[config.mk]
export PLATFORM = sky130hd
export DESIGN_NAME = imem_loader
export DESIGN_NICKNAME = d
export VERILOG_FILES = /design/src/rtl/imem_loader_pkg.sv /design/src/rtl/imem_loader_byte_packer.sv /design/src/rtl/imem_loader.sv
export SDC_FILE = /design/constraint.sdc
export NUM_CORES = 1
export LEC_CHECK = 0
export CAP_MARGIN = 20
export CORE_MARGIN = 2
export CORE_UTILIZATION = 40
export DETAILED_ROUTE_END_ITERATION = 10
export PLACE_DENSITY = 0.74
export SLEW_MARGIN = 20
export SYNTH_ARGS = -nofsm -noshare
export SYNTH_HDL_FRONTEND = slang
export SYNTH_SLANG_ARGS = --single-unit
[constraint.sdc]
create_clock -name clock -period 2.1 [get_ports clock]
set_clock_uncertainty 0.1 [all_clocks]
set_input_delay 0.42 -clock clock [delete_from_list [all_inputs] [get_ports clock]]
set_output_delay 0.42 -clock clock [all_outputs]
set_load 0.02 [all_outputs]
[src/rtl/imem_loader_pkg.sv]
// Shared types and constants for the boot-time instruction-memory loader.
// The optional checksum stage is enabled by defining IMEM_LOADER_CHECKSUM_EN.
package imem_loader_pkg;

  localparam int DEFAULT_ADDR_W = 8;

  localparam logic [31:0] TERMINATOR = 32'hFFFF_FFFF;

  typedef enum logic [2:0] {
    ST_IDLE  = 3'd0,
    ST_LOAD  = 3'd1,
    ST_CHECK = 3'd2,
    ST_RUN   = 3'd3,
    ST_ERROR = 3'd4
  } state_t;

endpackage

[src/rtl/imem_loader_byte_packer.sv]
// Byte handshake plus big-endian shift register; flags the 4th byte of each word.
// Handshake: a byte transfers on a rising edge where valid_i && ready_i.
module byte_packer (
  input  logic        clock,
  input  logic        reset,
  input  logic        clear_i,
  input  logic        ready_i,
  input  logic        byte_valid_i,
  input  logic [7:0]  byte_data_i,
  output logic        word_valid_o,
  output logic [31:0] word_o
);

  logic [1:0]  idx_q;
  logic [1:0]  idx_d;
  logic [23:0] shift_q;
  logic [23:0] shift_d;
  logic        accept;

  assign accept = byte_valid_i && ready_i;

  // The assembled word includes the byte being accepted this cycle.
  assign word_o       = {shift_q, byte_data_i};
  assign word_valid_o = accept && (idx_q == 2'd3);

  always_comb begin
    idx_d   = idx_q;
    shift_d = shift_q;
    if (clear_i) begin
      idx_d   = 2'd0;
      shift_d = '0;
    end else if (accept) begin
      idx_d   = idx_q + 2'd1;
      shift_d = {shift_q[15:0], byte_data_i};
    end
  end

  always_ff @(posedge clock) begin
    if (reset) begin
      idx_q   <= 2'd0;
      shift_q <= '0;
    end else begin
      idx_q   <= idx_d;
      shift_q <= shift_d;
    end
  end

endmodule

[src/rtl/imem_loader.sv]
// Boot loader: packs a byte stream into words, writes instruction memory, releases the core.
// Define IMEM_LOADER_CHECKSUM_EN to require a trailing 32-bit checksum word.
module imem_loader
  import imem_loader_pkg::*;
#(
  parameter int ADDR_W = DEFAULT_ADDR_W
) (
  input  logic              clock,
  input  logic              reset,
  input  logic              start,
  input  logic              byte_valid,
  input  logic [7:0]        byte_data,
  output logic              byte_ready,
  output logic              imem_we,
  output logic [31:0]       imem_addr,
  output logic [31:0]       imem_wdata,
  output logic [ADDR_W:0]   word_count,
  output logic              core_run,
  output logic              load_done,
  output logic              load_error,
  output state_t            dbg_state
);

  localparam logic [ADDR_W:0] MAX_WORDS = {1'b1, {ADDR_W{1'b0}}};

  state_t          state_q;
  logic            byte_ready_q;
  logic            imem_we_q;
  logic [31:0]     imem_addr_q;
  logic [31:0]     imem_wdata_q;
  logic [ADDR_W:0] word_count_q;
  logic [ADDR_W:0] word_count_d;
  logic            core_run_q;
  logic            load_done_q;
  logic            load_error_q;
  logic            start_load;
  logic            word_valid;
  logic [31:0]     word;
`ifdef IMEM_LOADER_CHECKSUM_EN
  logic [31:0]     sum_q;
`endif

  assign start_load   = start && ((state_q == ST_IDLE) || (state_q == ST_ERROR));
  assign word_count_d = word_count_q + (ADDR_W+1)'(1);

  byte_packer u_packer (
    .clock        (clock),
    .reset        (reset),
    .clear_i      (start_load),
    .ready_i      (byte_ready_q),
    .byte_valid_i (byte_valid),
    .byte_data_i  (byte_data),
    .word_valid_o (word_valid),
    .word_o       (word)
  );

  always_ff @(posedge clock) begin
    if (reset) begin
      state_q      <= ST_IDLE;
      byte_ready_q <= 1'b0;
      imem_we_q    <= 1'b0;
      imem_addr_q  <= '0;
      imem_wdata_q <= '0;
      word_count_q <= '0;
      core_run_q   <= 1'b0;
      load_done_q  <= 1'b0;
      load_error_q <= 1'b0;
`ifdef IMEM_LOADER_CHECKSUM_EN
      sum_q        <= '0;
`endif
    end else begin
      imem_we_q <= 1'b0;
      case (state_q)
        ST_IDLE, ST_ERROR: begin
          if (start) begin
            state_q      <= ST_LOAD;
            byte_ready_q <= 1'b1;
            word_count_q <= '0;
            load_error_q <= 1'b0;
`ifdef IMEM_LOADER_CHECKSUM_EN
            sum_q        <= '0;
`endif
          end
        end

        ST_LOAD: begin
          if (word_valid) begin
            // The terminator is written too so the core halts on it once released.
            imem_we_q    <= 1'b1;
            imem_addr_q  <= 32'({word_count_q, 2'b00});
            imem_wdata_q <= word;
            word_count_q <= word_count_d;
`ifdef IMEM_LOADER_CHECKSUM_EN
            sum_q        <= sum_q + word;
`endif
            if (word == TERMINATOR) begin
`ifdef IMEM_LOADER_CHECKSUM_EN
              state_q      <= ST_CHECK;
`else
              state_q      <= ST_RUN;
              byte_ready_q <= 1'b0;
              core_run_q   <= 1'b1;
              load_done_q  <= 1'b1;
`endif
            end else if (word_count_d == MAX_WORDS) begin
              state_q      <= ST_ERROR;
              byte_ready_q <= 1'b0;
              load_error_q <= 1'b1;
            end
          end
        end

`ifdef IMEM_LOADER_CHECKSUM_EN
        ST_CHECK: begin
          // Checksum word is compared only; it never reaches memory.
          if (word_valid) begin
            byte_ready_q <= 1'b0;
            if (word == sum_q) begin
              state_q     <= ST_RUN;
              core_run_q  <= 1'b1;
              load_done_q <= 1'b1;
            end else begin
              state_q      <= ST_ERROR;
              load_error_q <= 1'b1;
            end
          end
        end
`endif

        ST_RUN: begin
        end

        default: begin
          state_q      <= ST_IDLE;
          byte_ready_q <= 1'b0;
        end
      endcase
    end
  end

  assign byte_ready = byte_ready_q;
  assign imem_we    = imem_we_q;
  assign imem_addr  = imem_addr_q;
  assign imem_wdata = imem_wdata_q;
  assign word_count = word_count_q;
  assign core_run   = core_run_q;
  assign load_done  = load_done_q;
  assign load_error = load_error_q;
  assign dbg_state  = state_q;

endmodule

==> flow_summary.yaml, run 1 <==
logic_synthesis:
  syn-cell-area_sq_um: 3400
  synthCells: 431
  synth_cell_types: 44
  ys_warn_count: 0
  yosys.area.top_type: "dfxtp_1"
  avgSynthCellArea_sq_um: 7.90
  yosysSeqAreaShare: 0.488
  yosys.area.top_type_share: 0.488
  synth_edf_count: 0
  ys_ff_latch: 83
  async_reset_ff_frac: 0
  synth_ff_type: "dfxtp_1"
  synth.area.top_cells: "dfxtp_1 (49%), nand2_1 (16%), a21oi_1 (10%)"
route:
  ant_nets: 0
  vias_per_cell: 4.99
  firstDrtPassIters: 4
  drc: 0
  wl_mm: 8.03
  dr_total_vias: 3100
  first_iter_violations: 115
  wl_per_cell_um: 12.9
placement:
  placed_cell_area_sq_um: 4260
  io_buffers: 69
  place.gp.congestion: 0.802
  place_hpwl_mm: 5.86
global_route:
  track_usage: 0.178
  grt_pass1_wl_mm: 13.2
  grt_antenna_before_repair: 0
  grt_overflow: 0
  grt_max_degree: 34
  first_global_vias: 2887
worst_setup_path:
  crit_type: "flop to primary output"
  cp-start-kind: "flop"
  critPathRequiredTime_ps: 1580
  cp.arrival_ps: 1510
  critPathMaxFanout: 7
  cp-end-kind: "primary output"
floorplanning:
  initial_utilization: 0.414
  die_w_um: 96.3
  dieArea_sq_um: 9270
  dieHeight_um: 96.3
  placementRows: 33
  core_sq_um: 8220
  ioPinCount: 93
clock_tree:
  htreeDepth: 3
  tritoncts: "yes"
  cts_buffers: 9
  hold_buffers: 0
  clk_pin_slew_ps: 100
  cts.path.max_buffers: 2
  cts_root_buf: "clkbuf_8"
  clkSinkCount: 83
  clk_latency_ps: 340
sta:
  drv_slew: 0
  period_minus_slack_ps: 2030
  hold_slack_ps: 358
  post-route-period-util: 0.965
  finalSetupTns_ps: 0
  max_freq_mhz: 494
  setup_violations: 0
  grt_setup_unrepaired: "false"
  hold_viol_final: 0
cells_and_area:
  fin_nets: 526
  finalInstanceArea_sq_um: 4460
  seq_area_sq_um: 1660
  multiInputGateArea_sq_um: 1520
  n_fill_cell: 796
  antennaDiodeCount: 0
  final_layout_size_suffix_gt1_frac: 0.109
  area_growth_pct: 30.9
pwr:
  p_per_area_nw_per_um2: 659
  p_leak_uw: 0.00151
  p_total_uw: 2940
  ir_drop_mv: 0.342
worst_hold_path:
  hold_path.class: "flop to flop"
outcome:
  status: "finished clean"
job:
  cap_violations: 0
==> report_power, final <==
group | internal, uW | switching, uW
combinational | 103 | 170
clock | 446 | 605
sequential | 1590 | 20.2
total | 2140 | 796
==> synth_stat cells (2+ instances only) <==
master    count
buf_4        27
nand2b_1      3
nor2_1       16
a31oi_1       3
and3_1        2
o21ai_0       6
nand3_1       2
dfxtp_1      83
inv_1         3
xor2_1        4
nor3_1        3
ha_1          3
buf_1         2
clkbuf_1     16
a21oi_1      71
nand4_1      11
nand2_1     141
buf_2         4
xnor2_1       2
nor4_1        5
==> layer usage <==
metal	GRT usage	wire length (um)	vias up
met5	0	0	-
met4	0.0476	65	0
met3	0.0298	316	7
met2	0.307	3960	78
met1	0.229	3690	1461
li1	-	-	1554
==> through the flow <==
| stage | cells | utilization | setup WS [ps] |
|---|---|---|---|
| final | 621 | 0.542 | 73.8 |
| after global routing | 621 | 0.542 | 14.9 |
| after CTS | 621 | 0.541 | 1.32 |
| after detailed placement | 605 | 0.519 | -108 |
| after global placement | 605 | 0.519 | -55.8 |
| after floorplan | 453 | - | 1.88 |
==> critical path: stages, from the launching register on <==
cell	delay, ps
dfxtp_1	390
buf_4	170
clkdlybuf4s50_1	600
==> logic make-up (layout without fill, tap and decap cells) <==
group	after synthesis	after routing	share of synthesized area
AO/OA/AOI/OAI	91	91	0.145
XOR/XNOR	6	6	0.0154
adder cells (fa/ha/maj)	3	3	0.0110
buffers and inverters	53	116	0.0919
flip-flops	83	83	0.488
multiplexers	1	1	0.00294
other	1	23	0.00110
AND/OR/NAND/NOR	193	193	0.244
==> area by class of cell <==
| cell class | instances | area share |
|---|---|---|
| clock buffer | 9 | 0.0278 |
| clock inverter | 7 | 0.0132 |
| inverter | 3 | 0.00253 |
| multi-input combinational | 317 | 0.341 |
| sequential | 83 | 0.373 |
| tap | 105 | 0.0295 |
| timing repair buffer | 97 | 0.212 |
==> sequential cells by signal, indices dropped and copies added, names as in the netlist <==
signal and flops:
load_done 1, u_packer.idx_q 2, load_error 1, dbg_state 3
imem_wdata 32, imem_addr 9, imem_we 1, word_count 9
byte_ready 1, u_packer.shift_q 24
==> layout by cell type, fill, tap and decap left out, types with 2 or more instances in the layout <==
cell / instances
a21oi_1: 71
a31oi_1: 3
and3_1: 2
buf_12: 4
buf_4: 24
clkbuf_8: 9
clkdlybuf4s50_1: 68
clkinv_4: 2
clkinvlp_4: 2
conb_1: 23
dfxtp_1: 81
dfxtp_2: 2
ha_1: 2
inv_1: 3
inv_6: 3
nand2_1: 141
nand2b_1: 3
nand3_1: 2
nand4_1: 11
nor2_1: 16
nor3_1: 3
nor4_1: 4
o21ai_0: 6
xnor2_1: 2
xor2_1: 4
==> path summary, 6_finish.rpt <==
path	cells after the start	endpoint	from	slack (ps)
setup / recovery	2	word_count[2]	word_count[2]	70
hold / removal	2	imem_wdata[14]	imem_wdata[14]	360
setup reg to reg	6	byte_ready	word_count[1]	130
hold reg to reg	2	imem_wdata[14]	imem_wdata[14]	360
==> what timing repair did <==
item,4_1_cts,5_1_grt
setup buffers,0,0
resized for setup,0,3
endpoints found under the setup margin,0,2
(Power assumes the default switching activity.)
==> run 2: changes to the inputs <==
--- a/config.mk
+++ b/config.mk
@@ -5,11 +5,12 @@
 export SDC_FILE = /design/constraint.sdc
 export NUM_CORES = 1
 export LEC_CHECK = 0
+export ABC_AREA = 1
 export CAP_MARGIN = 20
 export CORE_MARGIN = 2
 export CORE_UTILIZATION = 40
 export DETAILED_ROUTE_END_ITERATION = 10
-export PLACE_DENSITY = 0.74
+export PLACE_DENSITY = 0.76
 export SLEW_MARGIN = 20
 export SYNTH_ARGS = -nofsm -noshare
 export SYNTH_HDL_FRONTEND = slang
==> flow_summary.yaml, run 2 <==
cells_and_area:
  seq_area_sq_um: 1660
  finalInstanceArea_sq_um: 4600
  multiInputGateArea_sq_um: 1620
  final_cell_mix: "nand2_1 (115), nor2_1 (84), dfxtp_1 (83), clkdlybuf4s50_1 (69), a21oi_1 (50)"
  largest_reg_flops: 32
  area_growth_pct: 27.7
  fin_nets: 582
  antennaDiodeCount: 0
  mostFrequentLayoutCell: "nand2_1"
  final_layout_size_suffix_gt1_frac: 0.0909
  fin_util: 0.527
  final_cells: 680
  n_fill_cell: 847
worst_setup_path:
  cp.arrival_ps: 1500
  path_delay_family: "buffers and inverters"
  critPathMaxFanout: 8
  cp-start-kind: "flop"
  cp-startpoint: "word_count[1]"
  r2r_end: "dbg_state[0]"
  crit_type: "flop to primary output"
  critPathRequiredTime_ps: 1580
  crit_chain: "clkdlybuf4s50_1"
  cp_slowest_cell: "clkdlybuf4s50_1"
  setup.reg_to_reg.worst_slack_ps: 250
  crit_end: "word_count[1]"
  worst_r2r_path_depth: 10
  worstSetupPathDepth: 1
  critPathBufInv: 1
  cp-end-kind: "primary output"
  r2r-start: "word_count[1]"
  cp_slowest_stage_delay_ps: 660
clock_tree:
  clk_latency_ps: 360
  cts_buffers: 9
  hold_buffers: 0
  cts_root_buf: "clkbuf_8"
  post_cts_resized: 0
  htreeDepth: 3
  clk_pin_slew_ps: 80
  tritoncts: "yes"
  postCtsSetupBuffers: 0
  clkSinkCount: 83
  cts.path.max_buffers: 2
floorplanning:
  ioPinCount: 93
  dieHeight_um: 98.9
  placementRows: 34
  core_sq_um: 8720
  die_w_um: 98.9
  dieArea_sq_um: 9770
  initial_utilization: 0.413
logic_synthesis:
  ys_ff_latch: 83
  synth_ff_type: "dfxtp_1"
  async_reset_ff_frac: 0
  yosysMostFrequentCell: "nand2_1"
  ys_warn_count: 0
  synth_cell_types: 27
  avgSynthCellArea_sq_um: 7.26
  synth_edf_count: 0
  synthCells: 496
  syn-cell-area_sq_um: 3600
  synthTopCellsByCount: "nand2_1 (115), nor2_1 (84), dfxtp_1 (83)"
  yosys.area.top_type_share: 0.462
  yosys.area.top_type: "dfxtp_1"
  synth.area.top_cells: "dfxtp_1 (46%), nand2_1 (12%), nor2_1 (8.8%)"
  yosysSeqAreaShare: 0.462
placement:
  dp.cells: 664
  placed_cell_area_sq_um: 4360
  place.gp.congestion: 0.913
  place_hpwl_mm: 6.31
  io_buffers: 69
global_route:
  grt_antenna_before_repair: 0
  track_usage: 0.183
  grt_overflow: 0
  first_global_vias: 3110
  grt_max_degree: 47
  grt_pass1_wl_mm: 14.5
sta:
  max_freq_mhz: 496
  grt_setup_unrepaired: "false"
  hold_slack_ps: 367
  hold_viol_final: 0
  setup_violations: 0
  period_minus_slack_ps: 2020
  post-route-period-util: 0.961
  finalSetupTns_ps: 0
  drv_slew: 0
worst_hold_path:
  hold_path.class: "flop to flop"
route:
  first_iter_violations: 163
  ant_nets: 0
  drc: 0
  dr_total_vias: 3376
  wl_mm: 8.80
  wl_per_cell_um: 12.9
  vias_per_cell: 4.96
  firstDrtPassIters: 4
job:
  cap_violations: 0
outcome:
  status: "finished clean"
pwr:
  p_leak_uw: 0.00179
  p_per_area_nw_per_um2: 770
  ir_drop_mv: 0.355
run 2: cell families after synthesis:
logic type,synth area share
buffers and inverters,0.114
and+or+nand+nor,0.272
DFF,0.462
adders and majority gates,0.0104
other,0.00104
AOI/OAI and AO/OA,0.136
xor gates and xnor gates,0.00487
run 2: worst reg2reg max path, cell delays in order (launching register included):
cell,delay (ps)
dfxtp_1,480
ha_1,250
nand3_1,140
nor2_1,130
nand2_1,70
nand2_1,80
nand2_1,60
nor2_2,150
nand3_2,120
nand3_1,110
a21oi_2,60
run 2: worst min path at each step:
stage,endpoint,slack (ps),from,cells past startpoint
finish,load_error,370,load_error,2
global route,load_error,390,load_error,2
global placement,load_error,340,load_error,2
floorplan,u_packer.idx_q[1],340,u_packer.idx_q[1],2
CTS,load_error,380,load_error,2
detailed placement,u_packer.idx_q[1],360,u_packer.idx_q[1],2
run 2: layout make-up:
cell class              instances  share of cell area
clock inverters                 5              0.0182
flip-flops and latches         83               0.361
inverters                      32              0.0269
clock buffers                  11              0.0329
repair buffers                 82               0.180
multi-input cells             359               0.351
well taps                     108              0.0294
run 2: metal layers:
| metal | track usage | wire [um] | vias to the layer above |
|---|---|---|---|
| met5 | 0 | 0 | - |
| met4 | 0.0632 | 165 | 0 |
| met3 | 0.0433 | 646 | 16 |
| met2 | 0.312 | 4280 | 130 |
| met1 | 0.225 | 3710 | 1548 |
| li1 | - | - | 1682 |
run 2: power breakdown:
group | internal [uW] | switching, uW
Clock | 739 | 588
Combinational | 189 | 356
Sequential | 1610 | 57.4
Total | 2540 | 1000
run 2: metrics by stage:
stage                     setup slack (ps)  total power [uW]
final                                 82.0              3540
after CTS                             49.9              3560
after floorplan                        370              2070
after global placement                97.9              2230
after detailed placement              77.3              2250
after global routing                  23.5              3680
==> run 3: changes to the inputs <==
--- a/config.mk
+++ b/config.mk
@@ -7,7 +7,7 @@
 export LEC_CHECK = 0
 export ABC_AREA = 1
 export CAP_MARGIN = 20
-export CORE_MARGIN = 2
+export CORE_MARGIN = 4
 export CORE_UTILIZATION = 40
 export DETAILED_ROUTE_END_ITERATION = 10
 export PLACE_DENSITY = 0.76
==> flow_summary.yaml, run 3 (same netlist as run 2, synthesis figures left out) <==
worst_setup_path:
  critPathRequiredTime_ps: 1580
  worstSetupPathDepth: 1
  worst_r2r_path_depth: 11
  path_delay_family: "buffers and inverters"
  cp_slowest_cell: "clkdlybuf4s50_1"
  cp-startpoint: "word_count[1]"
  cp.arrival_ps: 1490
  r2r_end: "dbg_state[0]"
  crit_type: "flop to primary output"
  critPathBufInv: 1
  cp-start-kind: "flop"
  cp_slowest_stage_delay_ps: 670
  r2r-start: "word_count[1]"
  cp-end-kind: "primary output"
  setup.reg_to_reg.worst_slack_ps: 280
  critPathMaxFanout: 8
  crit_end: "word_count[1]"
  crit_chain: "clkdlybuf4s50_1"
global_route:
  grt_max_degree: 47
  grt_overflow: 0
  first_global_vias: 3217
  grt_antenna_before_repair: 0
  grt_pass1_wl_mm: 14.7
  track_usage: 0.174
floorplanning:
  ioPinCount: 93
  core_sq_um: 8720
  dieArea_sq_um: 10600
  placementRows: 34
  dieHeight_um: 103
  initial_utilization: 0.413
  die_w_um: 103
placement:
  dp.cells: 665
  io_buffers: 69
  placed_cell_area_sq_um: 4370
  pre_cts_ws_ps: 29.0
  place.gp.congestion: 0.906
  place_hpwl_mm: 6.49
route:
  firstDrtPassIters: 4
  ant_nets: 0
  wl_mm: 8.96
  vias_per_cell: 4.98
  first_iter_violations: 183
  drc: 0
  dr_total_vias: 3384
  wl_per_cell_um: 13.2
cells_and_area:
  multiInputGateArea_sq_um: 1620
  final_cells: 679
  final_layout_size_suffix_gt1_frac: 0.0893
  seq_area_sq_um: 1660
  final_cell_mix: "nand2_1 (115), nor2_1 (84), dfxtp_1 (83), clkdlybuf4s50_1 (69), a21oi_1 (50)"
  area_growth_pct: 27.7
  antennaDiodeCount: 0
  fin_nets: 583
  mostFrequentLayoutCell: "nand2_1"
  n_fill_cell: 818
  largest_reg_flops: 32
  finalInstanceArea_sq_um: 4600
pwr:
  ir_drop_mv: 0.372
  p_per_area_nw_per_um2: 767
  p_leak_uw: 0.00180
job:
  cap_violations: 0
clock_tree:
  cts.path.max_buffers: 2
  clkSinkCount: 83
  htreeDepth: 3
  clk_pin_slew_ps: 80
  clk_latency_ps: 350
  postCtsSetupBuffers: 0
  cts_root_buf: "clkbuf_8"
  cts_buffers: 9
  hold_buffers: 0
  tritoncts: "yes"
  post_cts_resized: 0
sta:
  period_minus_slack_ps: 2010
  setup_violations: 0
  hold_slack_ps: 379
  fin_ws_ps: 91.3
  max_freq_mhz: 498
  post-route-period-util: 0.957
  grt_setup_unrepaired: "false"
  hold_viol_final: 0
  finalSetupTns_ps: 0
  drv_slew: 0
worst_hold_path:
  hold_path.class: "flop to flop"
outcome:
  status: "finished clean"
## run 3: power by group
part / internal, uW / total, uW / switching [uW]
Clock: 777 / 1320 / 548
Sequential: 1610 / 1670 / 55.5
Combinational: 180 / 536 / 356
## run 3: per-stage QoR
step | utilization | power (uW)
global route | 0.527 | 3710
global placement | 0.501 | 2230
CTS | 0.527 | 3560
floorplan | - | 2070
detailed placement | 0.501 | 2230
finish | 0.527 | 3530
## run 3: worst min path at each step
stage / from / to / slack, ps / depth (start not counted)
finish: u_packer.idx_q[1] / u_packer.idx_q[1] / 380 / 2
floorplan: u_packer.idx_q[1] / u_packer.idx_q[1] / 340 / 2
CTS: u_packer.idx_q[1] / u_packer.idx_q[1] / 380 / 2
detailed placement: u_packer.idx_q[1] / u_packer.idx_q[1] / 370 / 2
global placement: u_packer.idx_q[1] / u_packer.idx_q[1] / 350 / 2
global route: load_done / load_done / 420 / 2
## run 3: routing by layer
metal	wire length [um]	track usage	vias up
li1	-	-	1676
met1	3870	0.220	1545
met2	4260	0.289	142
met3	638	0.0352	21
met4	180	0.0767	0
met5	0	0	-
## run 3: cell type report
type                            instances  area share
Multi-Input combinational cell        359       0.351
Inverter                               32      0.0269
Timing Repair Buffer                   83       0.181
Sequential cell                        83       0.361
Tap cell                              108      0.0294
Clock inverter                          5      0.0226
Clock buffer                            9      0.0269
